==> src/rtl/vga_pkg.sv <==
// Shared definitions for the framebuffer arbiter: default widths and the
// RAM-slot owner encoding that travels down the read-return pipeline.
package vga_pkg;

    localparam int AW_DEF     = 32;
    localparam int DW_DEF     = 24;
    localparam int STARVE_DEF = 64;

    typedef enum logic [1:0] {
        OWN_NONE   = 2'd0,
        OWN_VGA    = 2'd1,
        OWN_CPU_RD = 2'd2,
        OWN_CPU_WR = 2'd3
    } owner_e;

    // True when the slot belongs to the CPU, read or write.
    function automatic logic is_cpu(input owner_e own);
        return (own == OWN_CPU_RD) || (own == OWN_CPU_WR);
    endfunction

endpackage

==> src/rtl/contador_saturado.sv <==
// Width-parameterised up-counter that sticks at all-ones; async active-low clear.
module contador_saturado #(
    parameter int W = 16
) (
    input  logic         clk,
    input  logic         clr_n,
    input  logic         en,
    output logic [W-1:0] count
);

    localparam logic [W-1:0] MAX_V = {W{1'b1}};

    logic [W-1:0] cnt_q;
    logic [W-1:0] cnt_d;

    // Next count: step on enable unless already saturated.
    always_comb begin
        cnt_d = cnt_q;
        if (en && (cnt_q != MAX_V)) begin
            cnt_d = cnt_q + W'(1);
        end else begin
            cnt_d = cnt_q;
        end
    end

    // Count register with asynchronous clear.
    always_ff @(posedge clk or negedge clr_n) begin
        if (!clr_n) begin
            cnt_q <= '0;
        end else begin
            cnt_q <= cnt_d;
        end
    end

    assign count = cnt_q;

endmodule

==> src/rtl/arbitro_framebuffer.sv <==
// Framebuffer RAM arbiter: one slot per pixel clock shared between the display
// fetch and the CPU, with a starvation override that may displace a VGA fetch.
module arbitro_framebuffer
    import vga_pkg::*;
#(
    parameter int AW         = AW_DEF,
    parameter int DW         = DW_DEF,
    parameter int STARVE_MAX = STARVE_DEF
) (
    input  logic          clk,
    input  logic          reset,
    input  logic          vga_req,
    input  logic [AW-1:0] vga_addr,
    output logic [DW-1:0] vga_rdata,
    output logic          vga_valid,
    output logic          vga_miss,
    output logic [15:0]   miss_count,
    input  logic          cpu_req,
    input  logic          cpu_we,
    input  logic [AW-1:0] cpu_addr,
    input  logic [DW-1:0] cpu_wdata,
    output logic          cpu_ack,
    output logic [DW-1:0] cpu_rdata,
    output logic          cpu_rvalid,
    output logic [AW-1:0] mem_addr,
    output logic          mem_we,
    output logic [DW-1:0] mem_wdata,
    input  logic [DW-1:0] mem_rdata
);

    localparam int              SW         = (STARVE_MAX < 1) ? 1 : $clog2(STARVE_MAX + 1);
    localparam logic [SW-1:0]   STARVE_LIM = SW'(STARVE_MAX);

    // Slot issue registers
    logic [AW-1:0] mem_addr_q,  mem_addr_d;
    logic          mem_we_q,    mem_we_d;
    logic [DW-1:0] mem_wdata_q, mem_wdata_d;
    logic          cpu_ack_q,   cpu_ack_d;
    logic          vga_miss_q,  vga_miss_d;
    logic [SW-1:0] starve_q,    starve_d;
    // Owner tags for the two cycles of RAM + capture latency
    owner_e        tag1_q,      tag1_d;
    owner_e        tag2_q,      tag2_d;
    // Read-return registers
    logic          vga_valid_q,  vga_valid_d;
    logic [DW-1:0] vga_rdata_q,  vga_rdata_d;
    logic          cpu_rvalid_q, cpu_rvalid_d;
    logic [DW-1:0] cpu_rdata_q,  cpu_rdata_d;

    owner_e owner_s;
    logic   cpu_ok_s;
    logic   force_s;

    // Owner selection; cpu_ack_q doubles as the one-cycle lockout after a CPU slot.
    always_comb begin
        owner_s  = OWN_NONE;
        cpu_ok_s = cpu_req && !cpu_ack_q;
        force_s  = 1'b0;
        if (cpu_ok_s && (starve_q == STARVE_LIM)) begin
            force_s = 1'b1;
            owner_s = cpu_we ? OWN_CPU_WR : OWN_CPU_RD;
        end else if (vga_req) begin
            owner_s = OWN_VGA;
        end else if (cpu_ok_s) begin
            owner_s = cpu_we ? OWN_CPU_WR : OWN_CPU_RD;
        end else begin
            owner_s = OWN_NONE;
        end
    end

    // Next values for the slot issue, starvation tracking and return pipeline.
    always_comb begin
        mem_addr_d  = mem_addr_q;
        mem_we_d    = 1'b0;
        mem_wdata_d = mem_wdata_q;
        cpu_ack_d   = 1'b0;
        vga_miss_d  = force_s && vga_req;

        case (owner_s)
            OWN_VGA: begin
                mem_addr_d = vga_addr;
            end
            OWN_CPU_RD: begin
                mem_addr_d = cpu_addr;
                cpu_ack_d  = 1'b1;
            end
            OWN_CPU_WR: begin
                mem_addr_d  = cpu_addr;
                mem_we_d    = 1'b1;
                mem_wdata_d = cpu_wdata;
                cpu_ack_d   = 1'b1;
            end
            OWN_NONE: begin
                mem_addr_d = mem_addr_q;
            end
            default: begin
                mem_addr_d = mem_addr_q;
            end
        endcase

        if (is_cpu(owner_s) || !cpu_req) begin
            starve_d = '0;
        end else if (starve_q != STARVE_LIM) begin
            starve_d = starve_q + SW'(1);
        end else begin
            starve_d = starve_q;
        end

        tag1_d = owner_s;
        tag2_d = tag1_q;

        vga_valid_d  = (tag2_q == OWN_VGA);
        cpu_rvalid_d = (tag2_q == OWN_CPU_RD);
        if (vga_valid_d) begin
            vga_rdata_d = mem_rdata;
        end else begin
            vga_rdata_d = vga_rdata_q;
        end
        if (cpu_rvalid_d) begin
            cpu_rdata_d = mem_rdata;
        end else begin
            cpu_rdata_d = cpu_rdata_q;
        end
    end

    // State registers; reset drops any in-flight tags so no stale valid escapes.
    always_ff @(posedge clk or negedge reset) begin
        if (!reset) begin
            mem_addr_q   <= '0;
            mem_we_q     <= 1'b0;
            mem_wdata_q  <= '0;
            cpu_ack_q    <= 1'b0;
            vga_miss_q   <= 1'b0;
            starve_q     <= '0;
            tag1_q       <= OWN_NONE;
            tag2_q       <= OWN_NONE;
            vga_valid_q  <= 1'b0;
            vga_rdata_q  <= '0;
            cpu_rvalid_q <= 1'b0;
            cpu_rdata_q  <= '0;
        end else begin
            mem_addr_q   <= mem_addr_d;
            mem_we_q     <= mem_we_d;
            mem_wdata_q  <= mem_wdata_d;
            cpu_ack_q    <= cpu_ack_d;
            vga_miss_q   <= vga_miss_d;
            starve_q     <= starve_d;
            tag1_q       <= tag1_d;
            tag2_q       <= tag2_d;
            vga_valid_q  <= vga_valid_d;
            vga_rdata_q  <= vga_rdata_d;
            cpu_rvalid_q <= cpu_rvalid_d;
            cpu_rdata_q  <= cpu_rdata_d;
        end
    end

    contador_saturado #(.W(16)) u_miss_cnt (
        .clk   (clk),
        .clr_n (reset),
        .en    (vga_miss_d),
        .count (miss_count)
    );

    assign mem_addr   = mem_addr_q;
    assign mem_we     = mem_we_q;
    assign mem_wdata  = mem_wdata_q;
    assign cpu_ack    = cpu_ack_q;
    assign vga_miss   = vga_miss_q;
    assign vga_valid  = vga_valid_q;
    assign vga_rdata  = vga_rdata_q;
    assign cpu_rvalid = cpu_rvalid_q;
    assign cpu_rdata  = cpu_rdata_q;

endmodule

==> config.mk <==
export PLATFORM = sky130hd
export DESIGN_NAME = arbitro_framebuffer
export DESIGN_NICKNAME = d
export VERILOG_FILES = /design/src/rtl/vga_pkg.sv /design/src/rtl/contador_saturado.sv /design/src/rtl/arbitro_framebuffer.sv
export SDC_FILE = /design/constraint.sdc
export NUM_CORES = 1
export LEC_CHECK = 0
export ABC_AREA = 1
export CORE_ASPECT_RATIO = 0.8
export CORE_MARGIN = 2
export CORE_UTILIZATION = 44
export CTS_BUF_LIST = sky130_fd_sc_hd__clkbuf_8
export CTS_CLUSTER_SIZE = 14
export DETAILED_ROUTE_END_ITERATION = 6
export PLACE_DENSITY = 0.87
export SLEW_MARGIN = 0
export SYNTH_ARGS = -nofsm -noshare
export SYNTH_HDL_FRONTEND = slang
export SYNTH_HIERARCHICAL = 1
export SYNTH_SLANG_ARGS = --single-unit
==> constraint.sdc <==
create_clock -name clk -period 4.3 [get_ports clk]
set_input_delay 0.86 -clock clk [delete_from_list [all_inputs] [get_ports clk]]
set_output_delay 0.86 -clock clk [all_outputs]
set_load 0.005 [all_outputs]
# Yosys cells after proc, flatten, opt, wreduce, memory -nomap -nowiden
# Index checks and enable logic that the tools add are counted.
# totals
input_bits	117
ff_bits	136
out_inout_bits	125
wordCells	44
# op_classes
eq_ne	8
reduce_logical	11
muxes	10
addsub	2
# op_table
operator	count
$pmux 32 s2	1
$add 16x1->16 const B	1
$ne 16x16->1 const B	1
$mux 7	2
$add 7x1->7 const B	1
$eq 7x7->1 const B	1
$ne 7x7->1 const B	1
$eq 2x2->1 const B	3
$mux 2	3
$eq 2x1->1 const B	2
$logic_and 1x1->1	4
$mux 1	4
$logic_not 1->1	2
$logic_not 2->1	1
$logic_or 1x1->1	2
$reduce_bool 2->1	1
$reduce_or 2->1	1

# Logic depth before layout (Yosys ltp)
# Gate-level depths: netlist (run 1).
# logic_depth
depth_word	9
depth_mapped	15
depth_no_buf	14

# By module
# Netlist (run 1), hierarchy kept.
# by_module_without_submodules
module	cells_each	area_per_inst_um2	instances	seq_area_each_um2
arbitro_framebuffer	635	5268.8	1	3002.9
contador_saturado	149	1058.5	1	400.4

# Worst setup path before layout (run 1)
# OpenSTA, ideal clock, no wires.
# synth_path
path_kind	input -> register
startpoint	input port cpu_req
endpoint	register u_miss_cnt.cnt_q[15] (netlist: u_miss_cnt/count[15])
setup_ns	0.113
stages	13
path_slack_ns	2.000
required_time_ns	4.187
t_arrival_ns	2.188
path_buffers	2
cell_sequence	inv_2 > nor2_4 > buf_4 > nand3_2 > buf_2 > nor2_1 > inv_1 > nor2_1 > nand2_1 > nor2_1 > nand3_1 > nand2_1 > inv_1
# synth_via
elab_chain_cells	5
# synth_lines
element	line_no	rtl
start: declaration	arbitro_framebuffer.sv:18	input logic cpu_req,
$logic_and 1x1->1	arbitro_framebuffer.sv:57	cpu_ok_s = cpu_req && !cpu_ack_q;
$logic_and 1x1->1	arbitro_framebuffer.sv:59	if (cpu_ok_s && (starve_q == STARVE_LIM)) begin
$mux 1	arbitro_framebuffer.sv:59	
$logic_and 1x1->1	arbitro_framebuffer.sv:77	vga_miss_d = force_s && vga_req;
named net vga_miss_d	arbitro_framebuffer.sv:39	logic vga_miss_q, vga_miss_d;
$logic_and 1x1->1	contador_saturado.sv:19	if (en && (cnt_q != MAX_V)) begin
end signal: assignment	contador_saturado.sv:31	cnt_q <= cnt_d;
end: declaration	contador_saturado.sv:13	logic [W-1:0] cnt_q;
# The timed path passes the listed nets, and every way through them passes these cells.
# A chain may end at the register's enable or synchronous reset.

# Worst setup path after layout (run 1)
# layout_path
startpoint	input port cpu_req
endpoint	register mem_addr_q[6] (netlist: mem_addr[6])
# layout_via
elab_chain_cells	7
word_cells_on_any_way	11
cone_classes	3 x eq/ne; 4 x mux; 4 x reduce/logical
# layout_lines
element	line_no	rtl
$logic_and 1x1->1 *	arbitro_framebuffer.sv:57	
$mux 2	arbitro_framebuffer.sv:64	end else if (cpu_ok_s) begin
$mux 2	arbitro_framebuffer.sv:62	end else if (vga_req) begin
$mux 2 *	arbitro_framebuffer.sv:59	
$eq 2x2->1	arbitro_framebuffer.sv:79	case (owner_s)
$reduce_or 2->1 (no source line)	n/a	
$pmux 32 s2	arbitro_framebuffer.sv:79	
end signal: assignment	arbitro_framebuffer.sv:142	mem_addr_q <= mem_addr_d;
end: declaration	arbitro_framebuffer.sv:35	logic [AW-1:0] mem_addr_q, mem_addr_d;
# Mark *: on every way between the ends. The rest lies on a longest branch, timed or not.

==> impl_metrics.toml, run 1 <==
[placed_design]
hpwl_um = 12400
gp_congestion = 0.840
port_buffers = 241
dp_cells = 1179

[critical_path]
crit_path_end_kind = "flop"
critical_path.startpoint_type = "input pin"
reg2reg_depth = 10
regToRegStartpoint = "starve_q[0]$_DFFE_PN0P_"
crit_fanout = 33
crit_arrival_ns = 3.06
r2r_slack_ns = 2.09
worstSetupPathType = "in -> reg"
rr_endpoint = "mem_wdata[18]$_DFFE_PN0N_"
required_ns = 4.67

[hold_path]
whs_path_depth = 0
hp-start = "tag1_q[1]$_DFF_PN0_"
hold_class = "reg -> reg"
hold-path-endpoint = "tag2_q[1]$_DFF_PN0_"

[routing]
num_vias = 5905
wire_per_inst_um = 14.5
drc_errors = 0
drt.antenna.violating_nets = 0
drtPass1Iterations = 7
wl_um = 17500
drt_iter0_drc = 410
vias_per_cell = 4.88

[final_layout]
syn_to_final_growth_pct = 47.2
seqCellArea_sq_um = 3400
finalCoreUtilization_pct = 65.8
fillers = 1169
fin_nets = 1134
n_antenna_cell = 0
drive_gt1_share_pct = 6.13
final_cells = 1211
multi_input_area_sq_um = 2270

[floorplan]
io_pins = 242
die_w_um = 138
coreArea_sq_um = 14200
initial_core_util_pct = 44.7
die_h_um = 111
die_area_sq_um = 15400
rows = 39

[logic_synthesis]
synth_area_per_cell_sq_um = 8.07
seq_area_frac_synth_pct = 53.8
netlist_instances = 784
synth.ff_latch_count = 136
synthesis.nets = 904
synth.distinct_cells = 28
synth.cell_area_sq_um = 6330
yosysWarnings = 6

[timing]
max_slew.worst_pin.slew_ns = 1.14
rsz0062_at_grt = "no"
drv_slew = 0
fin_skew_ns = 0.00914
fin_setup_tns_ns = 0
finalHoldViolations = 0
timing.final.crit_period_ns = 2.69
fmax_mhz = 372
relSlewSlack_pct = 24.0
period_share_pct = 62.5
setup_viol = 0

[global_routing]
grt_overflow_total = 0
grt_usage_pct = 23.4
grt_pass1_wl_um = 28800
antenna_found_initial = 0
grt_pass1_vias = 5779
grt_max_degree = 110

[run_status]
status = "complete, no violations"

[clock_network]
htree_levels = 4
post-cts-setup-buffers = 0
clock_latency_ns = 0.44
ctsHoldBuffers = 0
cts_tree = "yes"
cts_buffer_depth = 2
numClockSinks = 136
clockRootBuffer = "clkbuf_8"
cts_made_buffers = 17
path_clk_slew_ns = 0.08
cts.repair.resized = 0

[power_and_ir_drop]
vdd_drop_max_uv = 256
powerDensity_nw_per_um2 = 389
cellLeakagePower_nw = 4.61

[flow_run]
drv_cap = 0
[where the power goes]
group | switching, W | total [W] | internal, W
clock network | 0.000520 | 0.00131 | 0.000789
logic | 0.000301 | 0.000761 | 0.000460
registers | 0.000104 | 0.00155 | 0.00145
total | 0.000925 | 0.00362 | 0.00270
[final cells by class]
type	count	share of cell area, %
Clock inverter	13	2.58
Timing Repair Buffer	246	26.3
Clock buffer	19	2.81
Sequential cell	136	36.5
Inverter	120	4.86
Tap cell	184	2.47
Multi-Input combinational cell	493	24.4
[layer usage]
metal | up-vias | part of all wire [%] | global-route usage [%]
met1 | 2758 | 42 | 30.6
met4 | 0 | 2.1 | 7.69
met2 | 247 | 48 | 36.8
li1 | 2872 | - | -
met5 | - | 0 | 0
met3 | 28 | 8.6 | 8.12
[worst max-delay path, stage by stage]
cell	delay, ns
clkdlybuf4s50_1	0.45
inv_2	0.08
nor2_4	0.05
nand2_1	0.10
nand3_2	0.56
inv_2	0.73
nand2_1	0.13
nand2_1	0.10
[logic make-up (layout without fill, tap and decap cells)]
group	Yosys count	in the layout	share of synthesized area [%]
flip-flops	136	136	53.8
AND/OR/NAND/NOR	422	422	29.4
AO/OA/AOI/OAI	60	60	4.86
adder cells (fa/ha/maj)	3	3	0.593
buffers and inverters	155	398	10.3
XOR/XNOR	8	8	1.11
[metrics by stage]
step	power, W	setup slack [ns]	cell area [sq um]	hold WS [ns]
floorplan	0.00180	2.00	6330	0.331
global placement	0.00232	1.24	8810	0.333
detailed placement	0.00234	1.18	8810	0.336
CTS	0.00366	1.67	9310	0.355
global route	0.00381	1.41	9310	0.360
finish	0.00362	1.61	9310	0.354
[state kept, by name, indices dropped and copies added, names as in the netlist]
name,count
tag1_q,2
tag2_q,2
cpu_ack,1
mem_wdata,24
cpu_rdata,24
starve_q,7
vga_miss,1
mem_addr,32
mem_we,1
u_miss_cnt/count,16
cpu_rvalid,1
vga_valid,1
vga_rdata,24
[layout by cell type, fill, tap and decap left out, types with 3 or more instances in the layout]
master / n
a21oi_1: 3
o21ai_0: 55
nand2_2: 4
nor2_2: 3
xor2_1: 3
clkdlybuf4s50_1: 240
ha_1: 3
inv_6: 3
nor2_1: 22
nand2_1: 268
inv_1: 116
inv_2: 3
clkbuf_8: 19
nand4_1: 5
nand3_1: 106
nor2_4: 6
xnor2_1: 5
clkinv_4: 3
buf_4: 5
dfrtp_1: 136
bufinv_16: 6
[synth_stat cells]
library cell,count,share of area (%)
nand2_1,268,16
dfrtp_1,136,54
inv_1,116,6.9
nand3_1,106,8.4
o21ai_0,55,4.4
buf_2,22,1.7
nor2_1,22,1.3
clkbuf_1,7,0.42
nor2_4,6,1.1
nand4_1,5,0.49
xnor2_1,5,0.69
nand2_2,4,0.40
a21oi_1,3,0.24
buf_6,3,0.53
ha_1,3,0.59
inv_2,3,0.18
nor2_2,3,0.30
xor2_1,3,0.42
nand3_2,2,0.32
nand3_4,2,0.55
nor3_1,2,0.16
o21ai_2,2,0.28
buf_1,1,0.059
buf_4,1,0.12
buf_8,1,0.24
inv_4,1,0.099
nand2_4,1,0.18
nand4_4,1,0.34
[worst max path at each step]
stage	slack [ns]	start	cells past startpoint	endpoint
2_1_floorplan	2.00	cpu_req	13	u_miss_cnt/count[15]$_DFFE_PN0P_
3_3_place_gp	1.24	cpu_req	8	mem_addr[11]$_DFFE_PN0P_
3_5_place_dp	1.18	cpu_req	8	mem_addr[7]$_DFFE_PN0P_
4_1_cts	1.67	cpu_req	8	mem_addr[6]$_DFFE_PN0P_
5_1_grt	1.41	cpu_req	8	mem_addr[25]$_DFFE_PN0P_
6_report	1.61	cpu_req	8	mem_addr[6]$_DFFE_PN0P_
(Power assumes the default switching activity.)
==> run 2, diff against run 1 <==
- CORE_UTILIZATION: 44 -> 41
- PLACE_DENSITY: 0.87 -> 0.85
- clock period: 4.3 -> 2.25 ns (I/O delays scaled with it)
==> impl_metrics.toml, run 2 (same netlist as run 1, synthesis figures left out) <==
[critical_path]
cp_top_family = "buffers and inverters"
critical_path.startpoint_type = "flop"
crit_arrival_ns = 1.46
r2r_slack_ns = 0.36
cp_slowest_cell = "clkdlybuf4s50_1"
required_ns = 1.80
cp_cell_sequence = "clkdlybuf4s50_1"
critPathMaxStageDelay_ns = 0.58
worstSetupPathType = "reg -> out"
crit_cells = 1
crit_path_end_kind = "primary output"
crit_fanout = 6
reg2reg_depth = 9
crit_buf_inv = 1

[power_and_ir_drop]
powerDensity_nw_per_um2 = 683
power_frac_clock_pct = 30.4
power.total_w = 0.00638
seqPwrFrac_pct = 46.6
netSwitchingFraction_pct = 26.8
combPwrFrac_pct = 23.1
cellLeakagePower_nw = 4.63
switchingPower_w = 0.00171
vdd_drop_max_uv = 325
intPower_w = 0.00467

[global_routing]
grt_max_degree = 53
grt_usage_pct = 21.5
grt_pass1_wl_um = 27700
antenna_found_initial = 0
grt_pass1_vias = 5649
grt_overflow_total = 0

[run_status]
status = "complete, no violations"

[clock_network]
path_clk_slew_ns = 0.07
cts_buffer_depth = 2
cts_tree = "yes"
htree_levels = 4
numClockSinks = 136
clock_latency_ns = 0.43
cts.repair.resized = 0
cts_made_buffers = 17
post-cts-setup-buffers = 0
clockRootBuffer = "clkbuf_8"

[final_layout]
largest_reg_flops = 32
syn_to_final_growth_pct = 47.7
final_common_cell = "nand2_1"
drive_gt1_share_pct = 6.83
n_antenna_cell = 0
final_cell_mix = "nand2_1 (268), clkdlybuf4s50_1 (240), dfrtp_1 (136), inv_1 (119), nand3_1 (106)"
fin_nets = 1146
finalCoreUtilization_pct = 62.0
final_cells = 1249

[timing]
setup_viol = 0
fin_skew_ns = 0.0121
rsz0062_at_grt = "no"
max_slew.worst_pin.slew_ns = 0.548
drv_slew = 0
fin_setup_tns_ns = 0
timing.final.crit_period_ns = 1.91
relSlewSlack_pct = 63.4
fmax_mhz = 524
period_share_pct = 84.8
finalHoldViolations = 0

[hold_path]
hold_class = "reg -> reg"
whs_path_depth = 0

[floorplan]
io_pins = 242
initial_core_util_pct = 42.0
die_area_sq_um = 16400
die_w_um = 143
die_h_um = 115
rows = 40
coreArea_sq_um = 15100

[placed_design]
port_buffers = 241
dp_cells = 1216
hpwl_um = 12800
gp_congestion = 0.825

[routing]
num_vias = 5939
vias_per_cell = 4.76
wl_um = 17400
drt_iter0_drc = 314
drt.antenna.violating_nets = 0
drc_errors = 0
wire_per_inst_um = 13.9
drtPass1Iterations = 5

[flow_run]
drv_cap = 0
[run 2: changes by cell type in the layout (fill, tap and decap cells not counted)]
cell / delta
buf_4: +9
inv_6: -3
clkbuf_8: -1
buf_12: +2
bufinv_16: -4
inv_1: +3
clkinv_2: +4
clkinvlp_4: +1
dlygate4sd3_1: +1
clkinv_4: -1
inv_8: +1
[run 2: routing by layer]
| metal | vias to the layer above | track usage, % | wire (um) |
|---|---|---|---|
| met5 | - | 0 | 0 |
| met4 | 0 | 6.53 | 225 |
| met3 | 14 | 7.08 | 1680 |
| met2 | 273 | 35.2 | 8170 |
| met1 | 2755 | 27.3 | 7310 |
| li1 | 2897 | - | - |
[run 2: final timing paths]
check | startpoint | to
max | u_miss_cnt/count[12]$_DFFE_PN0P_ | miss_count[12]
min | tag1_q[0]$_DFF_PN0_ | tag2_q[0]$_DFF_PN0_
max reg2reg | starve_q[0]$_DFFE_PN0P_ | u_miss_cnt/count[7]$_DFFE_PN0P_
min reg2reg | tag1_q[0]$_DFF_PN0_ | tag2_q[0]$_DFF_PN0_
max in group asynchronous | reset | mem_addr[3]$_DFFE_PN0P_
min in group asynchronous | reset | cpu_rdata[0]$_DFFE_PN0P_
[run 2: final cells by class]
class / count / area (sq um)
Clock buffer: 18 / 248
Multi-Input combinational cell: 493 / 2270
Fill cell: 1225 / 5720
Timing Repair Buffer: 258 / 2570
Tap cell: 210 / 263
Inverter: 120 / 453
Sequential cell: 136 / 3400
Clock inverter: 14 / 135
[run 2: per-stage QoR]
stage	worst slack [ns]	hold slack, ns	cell area, sq um
global route	0.141	0.362	9350
floorplan	0.339	0.154	6330
finish	0.342	0.352	9350
global placement	0.148	0.333	8950
CTS	0.291	0.353	9350
detailed placement	0.0758	0.338	8950
[run 2: power groups by stage]
| stage | Clock, W | Combinational [W] | Sequential, W |
|---|---|---|---|
| after detailed placement | 0 | 0.00149 | 0.00300 |
| after CTS | 0.00201 | 0.00149 | 0.00297 |
| after global placement | 0 | 0.00145 | 0.00300 |
| final | 0.00194 | 0.00147 | 0.00297 |
| after global routing | 0.00211 | 0.00163 | 0.00300 |
| after floorplan | 0 | 0.000419 | 0.00301 |
[run 2: timing repair]
action	in CTS	in global routing
setup endpoints to repair	0	0
hold buffers	1	0
endpoints found under the hold margin	49	0
==> run 3, diff against run 2 <==
- CORE_UTILIZATION: 41 -> 44
- PLACE_DENSITY: 0.85 -> 0.87
- clock period: 2.25 -> 1.8 ns (I/O delays scaled with it)
==> impl_metrics.toml, run 3 (same netlist as run 1, synthesis figures left out) <==
[global_routing]
grt_overflow_total = 0
grt_max_degree = 56
grt_pass1_wl_um = 29800
grt_pass1_vias = 5889
grt_usage_pct = 24.4
antenna_found_initial = 0

[routing]
wl_um = 18300
drt.antenna.violating_nets = 0
m1WireLength_um = 7440
drt_iter0_drc = 336
highest_layer = "met4"
num_vias = 6124
wire_per_inst_um = 14.7
drc_errors = 0
vias_per_cell = 4.91
drtPass1Iterations = 5
dr_wl_met3_um = 1640
met2_length_um = 8720

[final_layout]
fin_nets = 1171
final_cell_mix = "nand2_1 (268), clkdlybuf4s50_1 (235), dfrtp_1 (127), inv_1 (113), nand3_1 (106)"
n_antenna_cell = 0
seqCellArea_sq_um = 3410
fillers = 1108
final_common_cell = "nand2_1"
multi_input_area_sq_um = 2300
final_cells = 1247
drive_gt1_share_pct = 10.7
syn_to_final_growth_pct = 52.3
largest_reg_flops = 32
fin_area_sq_um = 9640

[floorplan]
die_area_sq_um = 15400
rows = 39
die_w_um = 138
die_h_um = 111
coreArea_sq_um = 14200
initial_core_util_pct = 44.7
io_pins = 242

[timing]
setup_viol = 0
rsz0062_at_grt = "yes"
drv_slew = 0
relSlewSlack_pct = 70.6
setup_ws_ns = 0.0567
fmax_mhz = 574
max_slew.worst_pin.slew_ns = 0.441
fin_skew_ns = 0.00885
timing.final.crit_period_ns = 1.74
finalHoldViolations = 0
period_share_pct = 96.9

[clock_network]
cts_buffer_depth = 2
cts_tree = "yes"
htree_levels = 4
path_clk_slew_ns = 0.08
clockRootBuffer = "clkbuf_8"
numClockSinks = 136
cts_made_buffers = 17
clock_latency_ns = 0.45

[critical_path]
crit_path_end_kind = "primary output"
crit_arrival_ns = 1.38
worstSetupPathType = "reg -> out"
cp_slowest_cell = "clkdlybuf4s50_1"
critical_path.startpoint_type = "flop"
cp_top_family = "buffers and inverters"
crit_buf_inv = 1
crit_fanout = 5
cp_cell_sequence = "clkdlybuf4s50_1"
r2r_slack_ns = 0.08
critPathMaxStageDelay_ns = 0.52
reg2reg_depth = 13
required_ns = 1.44
regToRegStartpoint = "starve_q[0]$_DFFE_PN0P_"
rr_endpoint = "u_miss_cnt/count[15]$_DFFE_PN0P_"

[placed_design]
placed_area_sq_um = 9050
pre_cts_ws_ns = -0.132
hpwl_um = 13100
gp_congestion = 0.858
port_buffers = 241
dp_cells = 1200

[hold_path]
whs_path_depth = 0
hold_class = "reg -> reg"
hp-start = "tag1_q[0]$_DFF_PN0_"
hold-path-endpoint = "tag2_q[0]$_DFF_PN0_"

[flow_run]
drv_cap = 0

[run_status]
status = "complete, no violations"

[power_and_ir_drop]
vdd_drop_max_uv = 556
powerDensity_nw_per_um2 = 854
cellLeakagePower_nw = 4.80
## run 3: cell count changes in the layout (fill, tap and decap cells not counted), sizes merged
| cell | previous run | this run |
|---|---|---|
| bufinv | 2 | 3 |
| clkbuf | 18 | 19 |
| dlymetal6s2s | 0 | 5 |
| clkdlybuf4s50 | 240 | 235 |
| inv | 124 | 120 |
| clkinv | 6 | 4 |
| buf | 17 | 42 |
| clkinvlp | 2 | 5 |
## run 3: repair_timing
action                                  CTS  global route
resized for setup                         6            18
hold buffers                              1             0
endpoints found under the setup margin    9            15
setup buffers                             5            10
endpoints found under the hold margin    35             0
pin swaps                                 0             5
gates cloned                              0             0
## run 3: how the worst max path moves through the flow
stage / slack [ns] / start / end / depth (start not counted)
CTS: 0.003 / u_miss_cnt/count[3]$_DFFE_PN0P_ / miss_count[3] / 1
detailed placement: -0.13 / cpu_req / mem_addr[19]$_DFFE_PN0P_ / 8
global route: -0.08 / starve_q[0]$_DFFE_PN0P_ / u_miss_cnt/count[15]$_DFFE_PN0P_ / 14
global placement: -0.08 / cpu_req / mem_addr[15]$_DFFE_PN0P_ / 8
floorplan: 0.0008 / starve_q[0]$_DFFE_PN0P_ / u_miss_cnt/count[15]$_DFFE_PN0P_ / 14
finish: 0.06 / u_miss_cnt/count[6]$_DFFE_PN0P_ / miss_count[6] / 1
## run 3: per-stage QoR
| step | util, % | power (W) | TNS [ns] | hold slack, ns |
|---|---|---|---|---|
| finish | 68.1 | 0.00823 | 0 | 0.355 |
| global route | 68.1 | 0.00864 | -0.0863 | 0.373 |
| CTS | 67.3 | 0.00830 | 0 | 0.357 |
| detailed placement | 64.0 | 0.00566 | -3.74 | 0.287 |
| global placement | 64.0 | 0.00560 | -2.10 | 0.282 |
| floorplan | - | 0.00429 | 0 | 0.0644 |
## run 3: layer usage
| layer | vias to the layer above | GRT usage, % |
|---|---|---|
| li1 | 2948 | - |
| met1 | 2849 | 30.6 |
| met2 | 295 | 39.7 |
| met3 | 32 | 7.86 |
| met4 | 0 | 9.12 |
| met5 | - | 0 |
## run 3: area by class of cell
cell class                 count  area share (%)
timing repair buffer         283            29.3
clock inverter                12            1.57
sequential                   136            35.4
clock buffer                  19            2.71
tap                          184            2.39
inverter                     120            4.70
multi-input combinational    493            23.9
## run 3: power breakdown
part	internal, W	switching, W
registers	0.00346	0.000244
logic	0.00115	0.000749
clock network	0.00143	0.00120
